==> src/rtl/mc_ctrl_pkg.sv <==
// Shared definitions for the multicycle control unit: state encoding,
// opcode/funct constants and ALU-op encodings.
// Build option: define ITYPE_ALU_EN to add the I-type ALU states IEXEC/IWB.
package mc_ctrl_pkg;

  localparam int STATE_BITS = 4;

  typedef enum logic [STATE_BITS-1:0] {
    S_FETCH  = 4'd0,
    S_DECODE = 4'd1,
    S_MEMADR = 4'd2,
    S_MEMRD  = 4'd3,
    S_MEMWB  = 4'd4,
    S_MEMWR  = 4'd5,
    S_REXEC  = 4'd6,
    S_RWB    = 4'd7,
    S_BRANCH = 4'd8,
    S_JUMP   = 4'd9
`ifdef ITYPE_ALU_EN
    ,
    S_IEXEC  = 4'd10,
    S_IWB    = 4'd11
`endif
  } state_t;

  // Opcodes (instruction bits [31:26])
  localparam logic [5:0] OP_RTYPE = 6'b000000;
  localparam logic [5:0] OP_J     = 6'b000010;
  localparam logic [5:0] OP_BEQ   = 6'b000100;
  localparam logic [5:0] OP_ADDI  = 6'b001000;
  localparam logic [5:0] OP_SLTI  = 6'b001010;
  localparam logic [5:0] OP_ANDI  = 6'b001100;
  localparam logic [5:0] OP_ORI   = 6'b001101;
  localparam logic [5:0] OP_LW    = 6'b100011;
  localparam logic [5:0] OP_SW    = 6'b101011;

  // Funct codes (instruction bits [5:0]); also used as alu_fun values
  localparam logic [5:0] FN_NONE  = 6'b000000;
  localparam logic [5:0] FN_SLL   = 6'b000000;
  localparam logic [5:0] FN_ADD   = 6'b100000;
  localparam logic [5:0] FN_SUB   = 6'b100010;
  localparam logic [5:0] FN_AND   = 6'b100100;
  localparam logic [5:0] FN_OR    = 6'b100101;
  localparam logic [5:0] FN_SLT   = 6'b101010;

  // ALU-op encodings {aluop1, aluop0}
  localparam logic [1:0] ALUOP_MEM   = 2'b00;
  localparam logic [1:0] ALUOP_RTYPE = 2'b10;
  localparam logic [1:0] ALUOP_ITYPE = 2'b01;

  // PC source select
  localparam logic [1:0] PCSRC_ALU    = 2'b00;
  localparam logic [1:0] PCSRC_ALUOUT = 2'b01;
  localparam logic [1:0] PCSRC_JUMP   = 2'b10;

  // ALU B operand select
  localparam logic [1:0] ALUB_REG    = 2'b00;
  localparam logic [1:0] ALUB_FOUR   = 2'b01;
  localparam logic [1:0] ALUB_IMM    = 2'b10;
  localparam logic [1:0] ALUB_IMMSL2 = 2'b11;

  // True for the immediate-ALU opcodes handled by IEXEC/IWB
  function automatic logic is_itype_op(input logic [5:0] op);
    return (op == OP_ADDI) || (op == OP_ANDI) || (op == OP_ORI) || (op == OP_SLTI);
  endfunction

endpackage

==> src/rtl/mc_control_ifunct_map.sv <==
// Combinational I-type opcode to ALU function translation.
// Unknown opcodes map to 000000 so the ALU sees a benign function.
module ifunct_map
  import mc_ctrl_pkg::*;
(
  input  logic [5:0] i_opcode,
  output logic [5:0] o_alu_fun
);

  // Pick the R-type funct code equivalent to each immediate instruction
  always_comb begin
    o_alu_fun = FN_NONE;
    case (i_opcode)
      OP_ADDI: o_alu_fun = FN_ADD;
      OP_ANDI: o_alu_fun = FN_AND;
      OP_ORI:  o_alu_fun = FN_OR;
      OP_SLTI: o_alu_fun = FN_SLT;
      default: o_alu_fun = FN_NONE;
    endcase
  end

endmodule

==> src/rtl/mc_control.sv <==
// Multicycle datapath control FSM (Moore style).
// Build option: ITYPE_ALU_EN adds the IEXEC/IWB path for addi/andi/ori/slti;
// without it those opcodes are reported as illegal in DECODE.
module mc_control
  import mc_ctrl_pkg::*;
#(
  parameter int STATE_W = 4
) (
  input  logic       clk,
  input  logic       reset,
  input  logic [5:0] opcode,
  input  logic [5:0] funct,
  output logic       pc_write,
  output logic       pc_write_cond,
  output logic       iord,
  output logic       mem_read,
  output logic       mem_write,
  output logic       mem_to_reg,
  output logic       ir_write,
  output logic       reg_write,
  output logic       reg_dst,
  output logic       alu_src_a,
  output logic [1:0] pc_source,
  output logic [1:0] alu_src_b,
  output logic       aluop1,
  output logic       aluop0,
  output logic [5:0] alu_fun,
  output logic       instr_done,
  output logic       illegal_op
);

  logic [STATE_W-1:0] r_state;
  logic               r_is_store;
  state_t             w_state;
  state_t             w_next;

  logic       w_pc_write;
  logic       w_pc_write_cond;
  logic       w_mem_write;
  logic       w_ir_write;
  logic       w_reg_write;
  logic       w_instr_done;
  logic       w_illegal_op;
  logic [1:0] w_aluop;

  assign w_state = state_t'(r_state[STATE_BITS-1:0]);

`ifdef ITYPE_ALU_EN
  logic [5:0] w_ifun;

  ifunct_map u_ifunct_map (
    .i_opcode  (opcode),
    .o_alu_fun (w_ifun)
  );
`endif

  // State register; reset forces FETCH immediately
  always_ff @(posedge clk or posedge reset) begin
    if (reset) r_state <= STATE_W'(S_FETCH);
    else       r_state <= STATE_W'(w_next);
  end

  // Remember lw vs sw at DECODE so MEMADR never looks at the opcode bus
  always_ff @(posedge clk or posedge reset) begin
    if (reset)                    r_is_store <= 1'b0;
    else if (w_state == S_DECODE) r_is_store <= (opcode == OP_SW);
  end

  // Next-state selection and per-state control outputs
  always_comb begin
    w_next          = w_state;
    w_pc_write      = 1'b0;
    w_pc_write_cond = 1'b0;
    iord            = 1'b0;
    mem_read        = 1'b0;
    w_mem_write     = 1'b0;
    mem_to_reg      = 1'b0;
    w_ir_write      = 1'b0;
    w_reg_write     = 1'b0;
    reg_dst         = 1'b0;
    alu_src_a       = 1'b0;
    pc_source       = PCSRC_ALU;
    alu_src_b       = ALUB_REG;
    w_aluop         = ALUOP_MEM;
    alu_fun         = FN_NONE;
    w_instr_done    = 1'b0;
    w_illegal_op    = 1'b0;
    case (w_state)
      S_FETCH: begin
        mem_read   = 1'b1;
        w_ir_write = 1'b1;
        alu_src_b  = ALUB_FOUR;
        w_pc_write = 1'b1;
        pc_source  = PCSRC_ALU;
        w_next     = S_DECODE;
      end
      S_DECODE: begin
        alu_src_b = ALUB_IMMSL2;
        case (opcode)
          OP_LW, OP_SW: w_next = S_MEMADR;
          OP_RTYPE:     w_next = S_REXEC;
          OP_BEQ:       w_next = S_BRANCH;
          OP_J:         w_next = S_JUMP;
`ifdef ITYPE_ALU_EN
          OP_ADDI, OP_ANDI, OP_ORI, OP_SLTI: w_next = S_IEXEC;
`endif
          default: begin
            w_next       = S_FETCH;
            w_illegal_op = 1'b1;
          end
        endcase
      end
      S_MEMADR: begin
        alu_src_a = 1'b1;
        alu_src_b = ALUB_IMM;
        w_next    = r_is_store ? S_MEMWR : S_MEMRD;
      end
      S_MEMRD: begin
        mem_read = 1'b1;
        iord     = 1'b1;
        w_next   = S_MEMWB;
      end
      S_MEMWB: begin
        w_reg_write  = 1'b1;
        mem_to_reg   = 1'b1;
        w_instr_done = 1'b1;
        w_next       = S_FETCH;
      end
      S_MEMWR: begin
        w_mem_write  = 1'b1;
        iord         = 1'b1;
        w_instr_done = 1'b1;
        w_next       = S_FETCH;
      end
      S_REXEC: begin
        alu_src_a = 1'b1;
        alu_src_b = ALUB_REG;
        w_aluop   = ALUOP_RTYPE;
        alu_fun   = funct;
        w_next    = S_RWB;
      end
      S_RWB: begin
        w_reg_write  = 1'b1;
        reg_dst      = 1'b1;
        w_instr_done = 1'b1;
        w_next       = S_FETCH;
      end
`ifdef ITYPE_ALU_EN
      S_IEXEC: begin
        alu_src_a = 1'b1;
        alu_src_b = ALUB_IMM;
        w_aluop   = ALUOP_ITYPE;
        alu_fun   = w_ifun;
        w_next    = S_IWB;
      end
      S_IWB: begin
        w_reg_write  = 1'b1;
        w_instr_done = 1'b1;
        w_next       = S_FETCH;
      end
`endif
      S_BRANCH: begin
        alu_src_a       = 1'b1;
        alu_src_b       = ALUB_REG;
        w_aluop         = ALUOP_ITYPE;
        alu_fun         = FN_SUB;
        w_pc_write_cond = 1'b1;
        pc_source       = PCSRC_ALUOUT;
        w_instr_done    = 1'b1;
        w_next          = S_FETCH;
      end
      S_JUMP: begin
        w_pc_write   = 1'b1;
        pc_source    = PCSRC_JUMP;
        w_instr_done = 1'b1;
        w_next       = S_FETCH;
      end
      default: w_next = S_FETCH;
    endcase
  end

  // Write enables and status pulses are held off for as long as reset is high
  assign pc_write      = w_pc_write      & ~reset;
  assign pc_write_cond = w_pc_write_cond & ~reset;
  assign mem_write     = w_mem_write     & ~reset;
  assign ir_write      = w_ir_write      & ~reset;
  assign reg_write     = w_reg_write     & ~reset;
  assign instr_done    = w_instr_done    & ~reset;
  assign illegal_op    = w_illegal_op    & ~reset;
  assign aluop1        = w_aluop[1];
  assign aluop0        = w_aluop[0];

endmodule

==> config.mk <==
export PLATFORM = sky130hd
export DESIGN_NAME = mc_control
export DESIGN_NICKNAME = d
export VERILOG_FILES = /design/src/rtl/mc_ctrl_pkg.sv /design/src/rtl/mc_control_ifunct_map.sv /design/src/rtl/mc_control.sv
export SDC_FILE = /design/constraint.sdc
export NUM_CORES = 1
export LEC_CHECK = 0
export CAP_MARGIN = 20
export CORE_AREA = 3 3 40 42
export CTS_BUF_LIST = sky130_fd_sc_hd__clkbuf_16
export CTS_CLUSTER_SIZE = 20
export DETAILED_ROUTE_END_ITERATION = 6
export DIE_AREA = 0 0 43 45
export DONT_BUFFER_PORTS = 1
export PLACE_DENSITY = 0.61
export SLEW_MARGIN = 0
export SYNTH_ARGS = -nofsm -noshare
export SYNTH_HDL_FRONTEND = slang
export SYNTH_SLANG_ARGS = --single-unit
==> constraint.sdc <==
create_clock -name clk -period 1.9 [get_ports clk]
set_input_delay 0.285 -clock clk [delete_from_list [all_inputs] [get_ports clk]]
set_output_delay 0.285 -clock clk [all_outputs]
set_load 0.1 [all_outputs]
==> results.sh, run 1 <==
export IMPL_powerDensity_nw_per_um2=1430
export IMPL_fin_ws_ns=-0.142
export IMPL_startpoint="r_state[2]"
export IMPL_finalClockSkew_ns=0.00436
export IMPL_wl_per_cell_um=23.7
export IMPL_r2r_setup_slack_ns=0.40
export IMPL_max_freq_mhz=490
export IMPL_setup_viol=2
export IMPL_ant_nets=0
export IMPL_yosysTopAreaCell="dfrtp_1"
export IMPL_ir_worst_vdd_mv=0.964
export IMPL_die_width_um=43
export IMPL_yosys_top_cells_count="nor3_1, nor2_1, dfrtp_1"
export IMPL_synth_edf_count=0
export IMPL_grt_max_degree=12
export IMPL_pre_cts_ws_ns=0.148
export IMPL_async_flop_share=1.00
export IMPL_r2r_cells=4
export IMPL_synthCells=67
export IMPL_gp_routability_congestion=0.738
export IMPL_routed_wirelength_um=2580
export IMPL_drt_vias_per_instance=6.81
export IMPL_vias=742
export IMPL_worstPathMaxFanout=4
export IMPL_yosys_warnings=0
export IMPL_numCtsBuffers=3
export IMPL_syn_num_nets=81
export IMPL_synth_seq_area_share=0.238
export IMPL_synth_most_common_cell="nor3_1"
export IMPL_antenna_found_initial=0
export IMPL_rsz0062_at_grt="yes"
export IMPL_final_layout_size_suffix_gt1_frac=0.670
export IMPL_dieArea_um2=1940
export IMPL_arrival_ns=1.76
export IMPL_final_util=0.954
export IMPL_root_buffer="clkbuf_16"
export IMPL_endpoint_kind="output port"
export IMPL_yosysUniqueCellTypes=32
export IMPL_initial_core_util=0.410
export IMPL_clock_sinks=5
export IMPL_ios=38
export IMPL_clk_latency_ns=0.23
export IMPL_grt_usage=0.303
export IMPL_core_area_um2=1280
export IMPL_cp_required_ns=1.62
export IMPL_leakage_nw=0.465
export IMPL_rows=13
export IMPL_dr_pass1_iters=4
export IMPL_r2r_end="r_is_store"
export IMPL_slew_headroom=0.753
export IMPL_maxSlewViolCount=0
export IMPL_synth_area_top_cells="dfrtp_1, nor3_1, nor2_1"
export IMPL_maxCapViolCount=0
export IMPL_min_path_type="input port to register"
export IMPL_post_synth_top_area_fraction=0.238
export IMPL_cts_tree="built"
export IMPL_fin_crit_ns=2.04
export IMPL_hold_viol_final=0
export IMPL_reg2reg_from="r_state[2]"
export IMPL_dp_hpwl_um=1330
export IMPL_grt_pass1_vias=807
export IMPL_violations="setup timing"
export IMPL_cts_max_path_buffers=2
export IMPL_ys_seq_elements=5
export IMPL_port_buffers=0
export IMPL_syn_area_per_cell_um2=7.86
export IMPL_finalCritPeriodShare=1.07
export IMPL_stdcell_count=109
export IMPL_dp_cells=102
export IMPL_start_kind="register"
export IMPL_synthesis_area_um2=527
export IMPL_drc_errors=0
export IMPL_dieHeight_um=45
export IMPL_worst_pin_slew_ns=0.368
export IMPL_yosys_most_used_dff="dfrtp_1"
export IMPL_fin_nets=109
export IMPL_clkTransAtPathRegs_ns=0.04
export IMPL_crit_type="register to output port"
export IMPL_htree_levels=1
export IMPL_diodes=0
export IMPL_overflow=0
export IMPL_first_iter_violations=32
export IMPL_syn2layout_area_growth_pct=133
export IMPL_grt_pass1_wl_um=4220
export IMPL_status="finished with violations"
export IMPL_crit_path_end="illegal_op"
-- critical path: stages (launching register included) --
cell	delay, ns
dfrtp_1	0.42
or4b_4	0.57
nor4b_4	0.32
buf_12	0.22
-- kinds of logic after synthesis --
kind of cell,Yosys count,synth area share
xor+xnor,3,0.0499
simple gates,38,0.454
buf+inv,8,0.0689
mux,1,0.0214
flops,5,0.238
compound gates,12,0.169
-- where the power goes --
group | internal, mW | switching, mW | leakage [nW]
clock network | 0.274 | 0.0796 | 0.0423
logic | 0.447 | 0.794 | 0.357
registers | 0.126 | 0.0335 | 0.0662
total | 0.847 | 0.907 | 0.465
-- state kept, by name, indices dropped and copies added (netlist names) --
name,cells
r_state,4
r_is_store,1
-- per-layer routing --
layer	vias to the layer above	wire, um	part of all wire	GRT usage
met4	0	228	0.088	0.223
met5	-	0	0	0
li1	302	-	-	-
met1	333	883	0.34	0.342
met2	81	1180	0.46	0.482
met3	26	290	0.11	0.0996
-- layout make-up --
type	count	area [um2]
fill	32	58.8
clock buffer	3	75.1
sequential	5	126
inverter	2	11.3
clock inverter	1	3.75
multi-input combinational	54	584
tap	15	18.8
timing repair buffer	29	407
-- how the worst min path moves through the flow --
stage,from,to,cells after the start
4_1_cts,opcode[4],r_state[3],1
3_3_place_gp,reset,r_state[3],1
6_report,opcode[4],r_state[3],1
2_1_floorplan,opcode[4],r_state[3],1
5_1_grt,opcode[4],r_state[3],1
3_5_place_dp,reset,r_state[3],1
-- stage by stage --
| stage | hold slack (ns) | setup TNS, ns | cell area (um2) | total power [mW] |
|---|---|---|---|---|
| final | 0.130 | -0.181 | 1230 | 1.75 |
| after global routing | 0.126 | -0.426 | 1230 | 1.80 |
| after CTS | 0.130 | -0.0832 | 1220 | 1.72 |
| after detailed placement | 0.0847 | 0 | 1080 | 1.32 |
| after global placement | 0.0775 | 0 | 1080 | 1.30 |
| after floorplan | 0.357 | -3.80 | 729 | 0.972 |
-- placed cells by master (no fill, tap or decap), drive strengths merged, types with 2 or more instances in the layout --
| master | n |
|---|---|
| buf | 28 |
| nor3 | 8 |
| nor2 | 7 |
| dfrtp | 5 |
| and2 | 4 |
| nand2b | 4 |
| clkbuf | 3 |
| a21o | 3 |
| a21oi | 3 |
| nor4 | 3 |
| xnor2 | 2 |
| inv | 2 |
| or4 | 2 |
-- repair_timing --
action	CTS	global route
endpoints found under the hold margin	5	0
pin swaps	1	3
hold buffers	1	0
buffers inserted	2	0
resized for setup	10	2
endpoints found under the setup margin	17	13
(Power assumes the default switching activity.)
==> run 2: changes to the inputs <==
Settings changed: ABC_AREA from default to 1, PLACE_DENSITY 0.61 to 0.59.
==> results.sh, run 2 <==
export IMPL_status="complete, no violations"
export IMPL_syn2layout_area_growth_pct=101
export IMPL_final_layout_size_suffix_gt1_frac=0.500
export IMPL_async_flop_share=1.00
export IMPL_powerDensity_nw_per_um2=1380
export IMPL_gp_routability_congestion=0.774
export IMPL_synth_most_common_cell="nand2_1"
export IMPL_dr_pass1_iters=5
export IMPL_leakage_nw=0.528
export IMPL_startpoint="r_state[2]"
export IMPL_placed_area_um2=905
export IMPL_drt_vias_per_instance=4.95
export IMPL_yosysUniqueCellTypes=18
export IMPL_multi_input_area_um2=382
export IMPL_ys_seq_elements=5
export IMPL_htree_levels=1
export IMPL_regArea_um2=128
export IMPL_layout_commonest_cell="nand2_1"
export IMPL_max_freq_mhz=550
export IMPL_finalCritPeriodShare=0.957
export IMPL_cp_required_ns=1.62
export IMPL_hold_start="opcode[3]"
export IMPL_diodes=0
export IMPL_fill_cells=92
export IMPL_critPathTopFamily="simple AND/OR/NAND/NOR gates"
export IMPL_grt_usage=0.174
export IMPL_rsz0062_at_grt="no"
export IMPL_dp_cells=128
export IMPL_start_kind="register"
export IMPL_min_path_type="input port to register"
export IMPL_yosysTopAreaCell="dfrtp_1"
export IMPL_clkTransAtPathRegs_ns=0.03
export IMPL_synthCells=93
export IMPL_largest_reg_flops=4
export IMPL_yosys_warnings=0
export IMPL_die_width_um=43
export IMPL_critPathMaxStageDelay_ns=0.45
export IMPL_final_util=0.784
export IMPL_numCtsBuffers=3
export IMPL_synth_seq_area_share=0.249
export IMPL_wl_per_cell_um=12.3
export IMPL_dieArea_um2=1940
export IMPL_r2r_end="r_state[0]"
export IMPL_grt_max_degree=9
export IMPL_syn_num_nets=107
export IMPL_ios=38
export IMPL_worstPathMaxFanout=5
export IMPL_syn_area_per_cell_um2=5.39
export IMPL_dieHeight_um=45
export IMPL_grt_pass1_wl_um=2620
export IMPL_drc_errors=0
export IMPL_post_cts_buffers=0
export IMPL_fin_crit_ns=1.82
export IMPL_yosys_top_cells_count="nand2_1, nor2_1, inv_1"
export IMPL_final_area_um2=1010
export IMPL_fin_nets=133
export IMPL_endpoint_kind="output port"
export IMPL_ant_nets=0
export IMPL_ir_worst_vdd_mv=0.847
export IMPL_antenna_found_initial=0
export IMPL_routed_wirelength_um=1630
export IMPL_initial_core_util=0.390
export IMPL_synth_edf_count=0
export IMPL_first_iter_violations=15
export IMPL_arrival_ns=1.53
export IMPL_most_common_layout_cells="nand2_1, nor2_2, inv_1, buf_12, buf_4"
export IMPL_worst_pin_slew_ns=0.298
export IMPL_cts_max_path_buffers=2
export IMPL_post_synth_top_area_fraction=0.249
export IMPL_clk_latency_ns=0.23
export IMPL_cts_tree="built"
export IMPL_port_buffers=0
export IMPL_dp_hpwl_um=1280
export IMPL_regMostFlops="r_state"
export IMPL_slew_headroom=0.801
export IMPL_vias=659
export IMPL_rows=13
export IMPL_crit_chain="inv_2 -> nor2_2 -> nand2_2 -> inv_2 -> nand2_1 -> nand2_4"
export IMPL_hold_viol_final=0
export IMPL_core_area_um2=1280
export IMPL_crit_path_end="alu_fun[1]"
export IMPL_maxCapViolCount=0
export IMPL_clock_sinks=5
export IMPL_r2r_cells=6
export IMPL_path_buf_inv=2
export IMPL_crit_type="register to output port"
export IMPL_overflow=0
export IMPL_yosys_most_used_dff="dfrtp_1"
export IMPL_maxSlewViolCount=0
export IMPL_critPathSlowestCell="dfrtp_1"
export IMPL_cp_depth=6
export IMPL_grt_pass1_vias=608
export IMPL_finalClockSkew_ns=0.00212
export IMPL_r2r_setup_slack_ns=0.50
export IMPL_reg_top3="r_state: 4 flops, r_is_store: 1 flops"
export IMPL_reg2reg_from="r_state[2]"
export IMPL_synthesis_area_um2=502
export IMPL_setup_viol=0
export IMPL_root_buffer="clkbuf_16"
export IMPL_cpMostUsedCell="inv_2"
export IMPL_synth_area_top_cells="dfrtp_1, nand2_1, nor2_1"
export IMPL_stdcell_count=133
## run 2: cell families (layout without fill, tap and decap cells)
group	count (synthesis)	in the layout	synth area share
AND/OR/NAND/NOR	59	59	0.501
buffers and inverters	21	46	0.165
AO/OA/AOI/OAI	8	8	0.0848
flip-flops	5	5	0.249
## run 2: power breakdown
group / internal, mW / leakage, nW / total (mW) / switching [mW]
registers: 0.127 / 0.0646 / 0.163 / 0.0358
clock network: 0.273 / 0.0423 / 0.342 / 0.0696
logic: 0.215 / 0.421 / 0.886 / 0.671
## run 2: worst min-delay path by stage
stage | to | slack [ns] | cells past startpoint
finish | r_is_store | 0.20 | 2
floorplan | r_is_store | 0.37 | 2
global placement | r_state[2] | 0.08 | 1
detailed placement | r_is_store | 0.09 | 1
CTS | r_is_store | 0.20 | 2
global route | r_is_store | 0.22 | 2
## run 2: timing repair
action                                 in CTS  in global routing
setup endpoints to repair                   6                  3
hold buffers                                1                  0
endpoints found under the hold margin       5                  0
resized for setup                           3                  2
pin swaps                                   0                  0
## run 2: through the flow
step / TNS, ns / hold WS, ns / setup slack [ns] / power [mW]
2_1_floorplan: -2.58 / 0.369 / -0.374 / 0.809
3_3_place_gp: 0 / 0.0798 / 0.227 / 1.03
3_5_place_dp: 0 / 0.0875 / 0.166 / 1.03
4_1_cts: 0 / 0.200 / 0.0402 / 1.39
5_1_grt: 0 / 0.222 / 0.00372 / 1.43
6_report: 0 / 0.199 / 0.0819 / 1.39
## run 2: final cells by class
| cell class | instances | area share |
|---|---|---|
| multi-input cells | 67 | 0.379 |
| repair buffers | 23 | 0.323 |
| flip-flops and latches | 5 | 0.127 |
| clock buffers | 3 | 0.0745 |
| inverters | 19 | 0.0745 |
| well taps | 15 | 0.0186 |
| clock inverters | 1 | 0.00373 |
## run 2: routing by layer
layer / global-route usage / vias up / part of all wire
li1: - / 333 / -
met1: 0.168 / 287 / 0.34
met2: 0.368 / 32 / 0.55
met3: 0.0319 / 7 / 0.083
met4: 0.0482 / 0 / 0.027
met5: 0 / - / 0
==> run 3: changes to the inputs <==
Settings changed: CTS_CLUSTER_SIZE 20 to default, PLACE_DENSITY 0.59 to 0.61.
Clock period 1.9 ns to 1.5 ns, I/O delays scaled along.
==> results.sh, run 3 <==
export IMPL_gp_routability_congestion=0.817
export IMPL_die_width_um=43
export IMPL_post_synth_top_area_fraction=0.249
export IMPL_ctsHoldBuffers=1
export IMPL_yosysUniqueCellTypes=18
export IMPL_ys_seq_elements=5
export IMPL_stop_stage="clock tree synthesis (4_1_cts)"
export IMPL_root_buffer="clkbuf_16"
export IMPL_async_flop_share=1.00
export IMPL_syn_area_per_cell_um2=5.39
export IMPL_yosys_top_cells_count="nand2_1, nor2_1, inv_1"
export IMPL_clock_sinks=5
export IMPL_yosys_warnings=0
export IMPL_initial_core_util=0.390
export IMPL_status="aborted with a tool error"
export IMPL_port_buffers=0
export IMPL_post_cts_resized=21
export IMPL_ios=38
export IMPL_synth_most_common_cell="nand2_1"
export IMPL_rows=13
export IMPL_yosys_most_used_dff="dfrtp_1"
export IMPL_synthCells=93
export IMPL_synth_area_top_cells="dfrtp_1, nand2_1, nor2_1"
export IMPL_first_error="[ERROR DPL-0038] Utilization greater than 100%, impossible to legalize"
export IMPL_numCtsBuffers=3
export IMPL_pre_cts_ws_ns=-0.0367
export IMPL_dp_hpwl_um=1570
export IMPL_synth_seq_area_share=0.249
export IMPL_synthesis_area_um2=502
export IMPL_post_cts_buffers=7
export IMPL_synth_edf_count=0
export IMPL_htree_levels=1
export IMPL_cts_max_path_buffers=2
export IMPL_dieHeight_um=45
export IMPL_placed_area_um2=1130
export IMPL_yosysTopAreaCell="dfrtp_1"
export IMPL_syn_num_nets=107
## run 3: cell families after synthesis
group                  after synthesis  share of synthesized area
AOI/OAI and AO/OA                    8                     0.0848
DFF                                  5                      0.249
and+or+nand+nor                     59                      0.501
buffers and inverters               21                      0.165
## run 3: metrics by stage
step           instances  TNS (ns)
2_1_floorplan         93     -2.46
3_3_place_gp         131         0
3_5_place_dp         131    -0.123
==> run 4: changes to the inputs <==
Settings changed: CORE_AREA 3 3 40 42 to 3 3 64 66, CTS_BUF_LIST sky130_fd_sc_hd__clkbuf_16 to default, DIE_AREA 0 0 43 45 to 0 0 67 69, PLACE_DENSITY 0.61 to default, PLACE_DENSITY_LB_ADDON from default to 0.15.
Clock period 1.5 ns to 1.95 ns, I/O delays scaled along.
==> results.sh, run 4 (synthesis gave the netlist of run 2 again) <==
export IMPL_final_layout_size_suffix_gt1_frac=0.479
export IMPL_sequentialPowerShare=0.132
export IMPL_root_buffer="clkbuf_8"
export IMPL_dieHeight_um=69
export IMPL_cts_max_path_buffers=2
export IMPL_fin_hold_ws_ns=0.208
export IMPL_ios=38
export IMPL_powerDensity_nw_per_um2=1170
export IMPL_setup_viol=0
export IMPL_numCtsBuffers=3
export IMPL_gp_routability_congestion=0.776
export IMPL_finalCritPeriodShare=0.931
export IMPL_layout_commonest_cell="nand2_1"
export IMPL_placed_area_um2=938
export IMPL_fin_nets=134
export IMPL_regMostFlops="r_state"
export IMPL_maxCapViolCount=0
export IMPL_pwr_share_clk=0.162
export IMPL_grt_usage=0.0699
export IMPL_drt_vias_per_instance=3.67
export IMPL_die_width_um=67
export IMPL_pre_cts_ws_ns=0.289
export IMPL_port_buffers=0
export IMPL_dieArea_um2=4620
export IMPL_fin_crit_ns=1.82
export IMPL_max_freq_mhz=551
export IMPL_routed_wirelength_um=1590
export IMPL_slew_headroom=0.804
export IMPL_ir_worst_vdd_mv=0.469
export IMPL_core_area_um2=3630
export IMPL_maxSlewViolCount=0
export IMPL_largest_reg_flops=4
export IMPL_critPathSlowestCell="dfrtp_1"
export IMPL_tns_ns=0
export IMPL_grt_pass1_vias=638
export IMPL_path_buf_inv=2
export IMPL_dr_pass1_iters=3
export IMPL_syn2layout_area_growth_pct=98.5
export IMPL_worstPathMaxFanout=5
export IMPL_leakage_nw=0.518
export IMPL_grt_max_degree=9
export IMPL_initial_core_util=0.138
export IMPL_p_int_mw=0.452
export IMPL_rows=22
export IMPL_rsz0062_at_grt="no"
export IMPL_p_comb_frac=0.707
export IMPL_final_area_um2=996
export IMPL_p_sw_frac=0.613
export IMPL_worst_pin_slew_ns=0.294
export IMPL_clock_sinks=5
export IMPL_cpMostUsedCell="nor2_2"
export IMPL_grt_pass1_wl_um=2580
export IMPL_post_cts_buffers=0
export IMPL_status="complete, no violations"
export IMPL_cts_tree="built"
export IMPL_critPathTopFamily="simple AND/OR/NAND/NOR gates"
export IMPL_most_common_layout_cells="nand2_1, nor2_2, buf_12"
export IMPL_clkTransAtPathRegs_ns=0.04
export IMPL_ant_nets=0
export IMPL_final_util=0.274
export IMPL_overflow=0
export IMPL_drc_errors=0
export IMPL_hold_viol_final=0
export IMPL_cp_required_ns=1.66
export IMPL_finalClockSkew_ns=0.00294
export IMPL_endpoint_kind="output port"
export IMPL_diodes=0
export IMPL_critPathMaxStageDelay_ns=0.46
export IMPL_crit_type="register to output port"
export IMPL_crit_chain="inv_2 -> nor2_2 -> nand2_2 -> nor2_1 -> nand3_1 -> nor2_2 -> buf_12"
export IMPL_dp_hpwl_um=1420
export IMPL_fin_ws_ns=0.134
export IMPL_vias=613
export IMPL_reg_top3="r_state: 4 flops, r_is_store: 1 flops"
export IMPL_clk_latency_ns=0.22
export IMPL_min_path_type="input port to register"
export IMPL_wl_per_cell_um=9.53
export IMPL_htree_levels=1
export IMPL_first_iter_violations=18
export IMPL_antenna_found_initial=0
export IMPL_arrival_ns=1.52
export IMPL_switchingPower_mw=0.716
export IMPL_start_kind="register"
==> run 4: final timing paths <==
kind / depth (start not counted) / endpoint / start / slack, ns
max in group asynchronous: 2 / r_state[2] / reset / 1.35
min in group asynchronous: 2 / r_state[3] / reset / 0.42
worst min-delay path: 2 / r_is_store / opcode[3] / 0.21
worst max-delay path: 7 / illegal_op / r_state[0] / 0.13
worst min register to register: 2 / r_is_store / r_is_store / 0.53
worst max register to register: 6 / r_state[0] / r_state[2] / 0.69
==> run 4: power groups by stage <==
stage               sequential, mW  combinational, mW  clock, mW
floorplan                    0.144              0.640          0
global placement             0.155              0.833          0
detailed placement           0.155              0.829          0
CTS                          0.154              0.832      0.192
global route                 0.157              0.866      0.200
finish                       0.154              0.825      0.189
==> run 4: final cells by class <==
type	instances	area [um2]
Inverter	19	75.1
Fill cell	410	2640
Tap cell	48	60.1
Sequential cell	5	125
Clock buffer	4	45.0
Timing Repair Buffer	24	333
Multi-Input combinational cell	67	358
==> run 4: metal layers <==
layer	GRT usage	routed length, um	vias up
li1	-	-	329
met1	0.0753	669	257
met2	0.122	745	27
met3	0.0277	176	0
met4	0.0203	0	0
met5	0	0	-
==> run 4: what timing repair did <==
action,CTS,global route
setup endpoints to repair,0,3
hold endpoints to repair,5,0
gates resized for setup,0,1
hold buffers,1,0
==> run 4: metrics by stage <==
| step | total power, mW | cells |
|---|---|---|
| floorplan | 0.783 | 93 |
| global placement | 0.988 | 162 |
| detailed placement | 0.984 | 162 |
| CTS | 1.18 | 167 |
| global route | 1.22 | 167 |
| finish | 1.17 | 167 |
